--- src/rtl/param_sync_fifo.sv ---
// Single-clock parameterised FIFO with occupancy flags, over/underflow pulses
// and a selectable registered or first-word-fall-through read port.
module param_sync_fifo #(
    parameter int unsigned DATA_W    = 128,
    parameter int unsigned DEPTH     = 16,
    parameter int unsigned AF_THRESH = DEPTH - 2,
    parameter int unsigned AE_THRESH = 2,
    parameter int unsigned FWFT      = 0
) (
    input  logic                         clk,
    input  logic                         rst,
    input  logic                         wr_en,
    input  logic [DATA_W-1:0]            wr_data,
    input  logic                         rd_en,
    output logic [DATA_W-1:0]            rd_data,
    output logic                         rd_valid,
    output logic                         full,
    output logic                         empty,
    output logic                         almost_full,
    output logic                         almost_empty,
    output logic [$clog2(DEPTH):0]       count,
    output logic                         overflow,
    output logic                         underflow
);

    localparam int unsigned AW = $clog2(DEPTH);
    localparam int unsigned CW = AW + 1;

    logic [DATA_W-1:0] mem [DEPTH];
    logic [AW-1:0]     wr_ptr;
    logic [AW-1:0]     rd_ptr;
    logic              wr_acc;
    logic              rd_acc;

    // Flags come from the registered count only, so no input-to-flag path exists.
    assign full         = (count == CW'(DEPTH));
    assign empty        = (count == CW'(0));
    assign almost_full  = (count >= CW'(AF_THRESH));
    assign almost_empty = (count <= CW'(AE_THRESH));

    assign wr_acc = wr_en && !full;
    assign rd_acc = rd_en && !empty;

    // Storage is intentionally not reset; empty/rd_valid mask stale words.
    always_ff @(posedge clk) begin
        if (wr_acc) begin
            mem[wr_ptr] <= wr_data;
        end
    end

    always_ff @(posedge clk or posedge rst) begin
        if (rst) begin
            wr_ptr    <= '0;
            rd_ptr    <= '0;
            count     <= '0;
            overflow  <= 1'b0;
            underflow <= 1'b0;
        end else begin
            overflow  <= wr_en && full;
            underflow <= rd_en && empty;
            if (wr_acc) begin
                wr_ptr <= wr_ptr + AW'(1);
            end
            if (rd_acc) begin
                rd_ptr <= rd_ptr + AW'(1);
            end
            case ({wr_acc, rd_acc})
                2'b10:   count <= count + CW'(1);
                2'b01:   count <= count - CW'(1);
                default: count <= count;
            endcase
        end
    end

    generate
        if (FWFT != 0) begin : g_fwft
            // Head word is presented directly; a pop simply advances rd_ptr.
            assign rd_data  = empty ? '0 : mem[rd_ptr];
            assign rd_valid = !empty;
        end else begin : g_reg
            logic [DATA_W-1:0] rd_q;
            logic              rd_valid_q;

            always_ff @(posedge clk or posedge rst) begin
                if (rst) begin
                    rd_q       <= '0;
                    rd_valid_q <= 1'b0;
                end else begin
                    rd_valid_q <= rd_acc;
                    if (rd_acc) begin
                        rd_q <= mem[rd_ptr];
                    end
                end
            end

            assign rd_data  = rd_q;
            assign rd_valid = rd_valid_q;
        end
    endgenerate

endmodule
--- config.mk ---
export PLATFORM = sky130hd
export DESIGN_NAME = param_sync_fifo
export DESIGN_NICKNAME = d
export VERILOG_FILES = /design/src/rtl/param_sync_fifo.sv
export SDC_FILE = /design/constraint.sdc
export NUM_CORES = 2
export LEC_CHECK = 0
export BUFFER_PORTS_ARGS = -buffer_cell sky130_fd_sc_hd__buf_2
export CAP_MARGIN = 20
export CELL_PAD_IN_SITES_DETAIL_PLACEMENT = 1
export CELL_PAD_IN_SITES_GLOBAL_PLACEMENT = 1
export CORE_MARGIN = 8
export CORE_UTILIZATION = 45
export CTS_BUF_LIST = sky130_fd_sc_hd__clkbuf_4
export CTS_CLUSTER_SIZE = 10
export DETAILED_ROUTE_END_ITERATION = 12
export GPL_TIMING_DRIVEN = 0
export PLACE_DENSITY_LB_ADDON = 0.12
export SLEW_MARGIN = 10
export SYNTH_ARGS = -nofsm -noshare
export SYNTH_HDL_FRONTEND = slang
export SYNTH_SLANG_ARGS = --single-unit
--- constraint.sdc ---
create_clock -name clk -period 11.15 [get_ports clk]
set_input_delay 0.5575 -clock clk [delete_from_list [all_inputs] [get_ports clk]]
set_output_delay 0.5575 -clock clk [all_outputs]
set_load 0.01 [all_outputs]
Yosys cells after proc, flatten, opt, wreduce, memory -nomap -nowiden. Memories as Yosys holds them, arrays and structs flattened. A register that Yosys moved wholly into a read port is not among the register bits. Cells that the tools add are included.

Add/sub/neg operators: 4. Reductions and logical operators: 8. Order comparisons: 2. Equal/unequal tests: 3. Multiplexer cells: 3.

Operator list (count): 5-bit one-hot mux with 2 select lines (1); 4-bit by 1-bit adder with 4-bit output (second input constant) (2); 5-bit by 1-bit adder with 5-bit output (second input constant) (1); 5-bit equality test (second input constant) (1); 5-bit by 4-bit greater-or-equal comparator with 1-bit output (second input constant) (1); 5-bit by 2-bit <= comparator with 1-bit output (second input constant) (1); 5-bit zero test (1); 5-bit by 1-bit subtractor with 5-bit output (second input constant) (1); 1-bit logical AND (4); 2-bit by 1-bit equality test with 1-bit output (second input constant) (1); 2-bit equality test (second input constant) (1); 1-bit zero test (2); 1-bit 2-to-1 mux (2); 2-bit nonzero test (1).

Register bits: 16. Input port bits: 132. RAM bits: 2048. Output and inout bits: 140. Logic and storage cells: 27. Memories kept: 1.

Memory list: mem (words 16, bits a word 128, read ports 1, clocked after Yosys merged registers in 1, write ports 1, RTL line 29) `logic [DATA_W-1:0] mem [DEPTH];`.

Logic depth before layout (Yosys ltp).
Word-level depth: 5. Mapped depth: 14. Mapped depth without buffers: 10.

Worst setup path before layout. No wires, ideal clock.

Path type: register to register. Start: register count[0]. End: memory mem[3][0], enable pin. Stages on the path, launching flop included: 6. Arrival time: 10.096 ns. Period minus slack after synthesis: 10.867 ns. Library setup time: 0.771 ns. Required time: 10.379 ns. Buffers on the path: 1. Slack: 0.283 ns. Cells stage by stage: dfrtp_1 buf_2 nor2_1 a31oi_1 nand2_1 nor3_1.

Longest elaborated chain between the ends: 5.

Ends and longest elaborated chain: start: declaration (RTL line 21) `output logic [$clog2(DEPTH):0] count,`; start signal: assignment (RTL line 68) `2'b10: count <= count + CW'(1);`; start signal: assignment (RTL line 69) `2'b01: count <= count - CW'(1);`; start signal: assignment (RTL line 70) `default: count <= count;`; 5-bit equality test (RTL line 36) `assign full = (count == CW'(DEPTH));`; 1-bit zero test (RTL line 41) `assign wr_acc = wr_en && !full;`; 1-bit logical AND (RTL line 41); 1-bit 2-to-1 mux (RTL line 46) `if (wr_acc) begin`; 1-bit 2-to-1 mux (implied by the code) (RTL line 47) `mem[wr_ptr] <= wr_data;`; end: declaration (RTL line 29).

No other way between the ends.

Worst setup path after layout.
Start: register count[0]. End: memory mem[0][8], enable pin.

Same word-level chain as after synthesis.

==> results.cfg <==
[logic_synthesis]
ys_seq_elements = 2192
syn_inst = 3510
synth_ff_type = edfxtp_1
synth.most_common_cell = edfxtp_1
yosys_warnings = 0
async_flop_share_pct = 6.57
synth-seq-area-share_pct = 79.3
syn_area_um2 = 82100
yosys.area.top_type = edfxtp_1
synth_top_area_share_pct = 74.9
synth.net_count = 3651
synth_edf_count = 2048
synth_commonest_cells = 2048 x edfxtp_1, 512 x mux4_2, 144 x dfrtp_1, 130 x mux2i_1, 126 x o22ai_1
syn_area_per_cell_um2 = 23.4
synthDistinctLibCells = 40
synth_area_leaders = edfxtp_1 75%, mux4_2 14%, dfrtp_1 4.4%

[setup_path]
crit_slowest_cell = nor3_2
worstSetupEndpointType = flip-flop
cp_slowest_stage_delay_ns = 0.79
timing.rr.start = count[0]
arrival_ns = 5.54
critical_path.startpoint_type = flip-flop
cp.required_ns = 12.17
cp_common_cell = buf_6
crit_type = flip-flop to flip-flop
r2r_end = mem[0][8]
cp-startpoint = count[0]
r2r_slack_ns = 6.63
crit_chain = buf_2 > nor2_1 > a31oi_1 > nand2_1 > nor3_2 > buf_6 > buf_6 > buf_4 > buf_8 > buf_4 > buf_4 > buf_6 > buf_6
crit_fanout = 9
reg2reg_depth = 13

[sta]
worst_slew_pin_slew_ns = 1.21
final-setup-viol-count = 0
clock_skew_ns = 0.0665
finalMaxSlewViolations = 0
max_slew_margin_pct = 19.6
grt_setup_unrepaired = false
post-route-min-period_ns = 4.52
finalHoldViolCount = 0
fin_crit_sh_pct = 40.5
layout_setup_ws_ns = 6.63
fmax_mhz = 221
tns_ns = 0

[hold_path]
hold_depth = 2
hold_path.class = input port to flip-flop
hold_start = wr_data[118]
hold_path_end = mem[0][118]

[clock_tree]
htreeDepth = 6
clk_latency_ns = 1.34
clkSlewWorstSetupHoldPaths_ns = 0.07
cts_tree = done
ctsRootBufferMaster = clkbuf_4
ctsLongestPathBuffers = 4
cts_num_sinks = 2192
cts_buffers = 597
cts_setup_buffers = 0

[pwr]
irDropWorstVdd_v = 0.000129
powerDensity_nw_per_um2 = 249
totalPowerFinal_mw = 24.8
power.leakage_nw = 33.8

[floorplanning]
fp-row-count = 157
initial_core_util_pct = 45.1
die_h_um = 443
die_width_um = 443
core_um2 = 182000
boundaryPins = 272
die_area_um2 = 196000

[final_layout]
nets = 4933
instances_no_fill = 7646
final_core_utilization_pct = 54.7
drive_above_1_share_pct = 41.1
area_growth_pct = 21.4

[grt]
grt_first_pass_wirelength_um = 335000
grt_pass1_vias = 47000
grt_usage_pct = 23.6
antenna_found_initial = 30
grt-ovfl-total = 0
grt_max_degree = 71

[place]
dp.cells = 6355
portBuffers = 271
dp_hpwl_um = 149000
pre_cts_ws_ns = 6.59
gp_congestion = 0.695

[routing]
via_per_inst = 5.63
num_vias = 43000
drt_first_iter_violations = 3397
ant_nets = 0
wirelength_um = 234000
drc_errors = 0
wl_per_cell_um = 30.7
dr.pass1.iters = 5

[run_status]
run_status = finished clean

[job]
drv_cap = 0
==> per-stage QoR <==
stage	hold WS [ns]	cell area, um^2
after floorplan	0.521	82100
after global placement	0.466	86500
after detailed placement	0.471	89700
after CTS	0.00111	99600
after global routing	0.0522	99700
final	0.166	99700
==> where the power goes <==
group	internal (mW)	switching [mW]	total, mW
combinational	3.07	3.99	7.05
sequential	10.0	0.394	10.4
clock	4.01	3.31	7.32
total	17.1	7.69	24.8
==> repair_timing <==
action                                 4_1_cts  5_1_grt
gates resized for setup                      0        0
setup endpoints to repair                    0        0
endpoints found under the hold margin     2202        0
hold buffers                               222        0
==> cells by family (layout without fill, tap and decap cells) <==
kind of cell	count (synthesis)	in the layout	synth area share [%]
and+or+nand+nor	116	116	0.593
adders and majority gates	9	9	0.137
buffers and inverters	206	1948	1.18
xor gates and xnor gates	10	10	0.107
DFF	2192	2192	79.3
other	0	9	0
AOI/OAI and AO/OA	271	271	2.21
muxes	706	706	16.5
==> worst max-delay path by stage <==
stage,to,slack (ns),depth (start not counted)
5_1_grt,mem[0][7],6.37,13
3_5_place_dp,mem[0][9],6.59,13
3_3_place_gp,mem[3][6],-14.00,5
4_1_cts,mem[0][8],6.58,13
6_report,mem[0][8],6.63,13
2_1_floorplan,mem[3][0],0.28,5
==> layout make-up <==
type,instances,area [um^2]
Fill cell,16100,82600
Clock inverter,108,599
Sequential cell,2192,65100
Antenna cell,9,22.5
Timing Repair Buffer,683,6680
Inverter,8,37.5
Tap cell,2385,2980
Clock buffer,951,7140
Multi-Input combinational cell,1112,16200
Buffer,198,938
==> flip-flops by register name (all words and copies together), names as in the netlist <==
| register | flops |
|---|---|
| mem | 2048 |
| rd_data | 128 |
| count | 5 |
| rd_ptr | 4 |
| wr_ptr | 4 |
| overflow | 1 |
| rd_valid | 1 |
| underflow | 1 |
==> critical path, delay by kind of cell, from the launching register on <==
kind            cells  cell delay, ns
flops               1            0.36
compound gates      1            0.69
simple gates        3            1.32
buf+inv             9            1.79
==> placed cells by master, fill, tap and decap left out, drive strengths merged, types with 67 or more instances in the layout <==
cell and count:
dlygate4sd3 222, mux4 512, a21oi 67, nand2 79
edfxtp 2048, dfrtp 144, buf 600, o22ai 126
mux2i 130, clkbuf 1010, clkinv 86
==> routing by layer <==
layer / up-vias / track usage, % / part of all wire [%]
li1: 18000 / - / -
met5: - / 0 / 0.034
met1: 23200 / 30.5 / 41
met3: 388 / 4.87 / 5.1
met4: 12 / 7.19 / 2.5
met2: 1469 / 40.5 / 51
(Power assumes the default switching activity.)
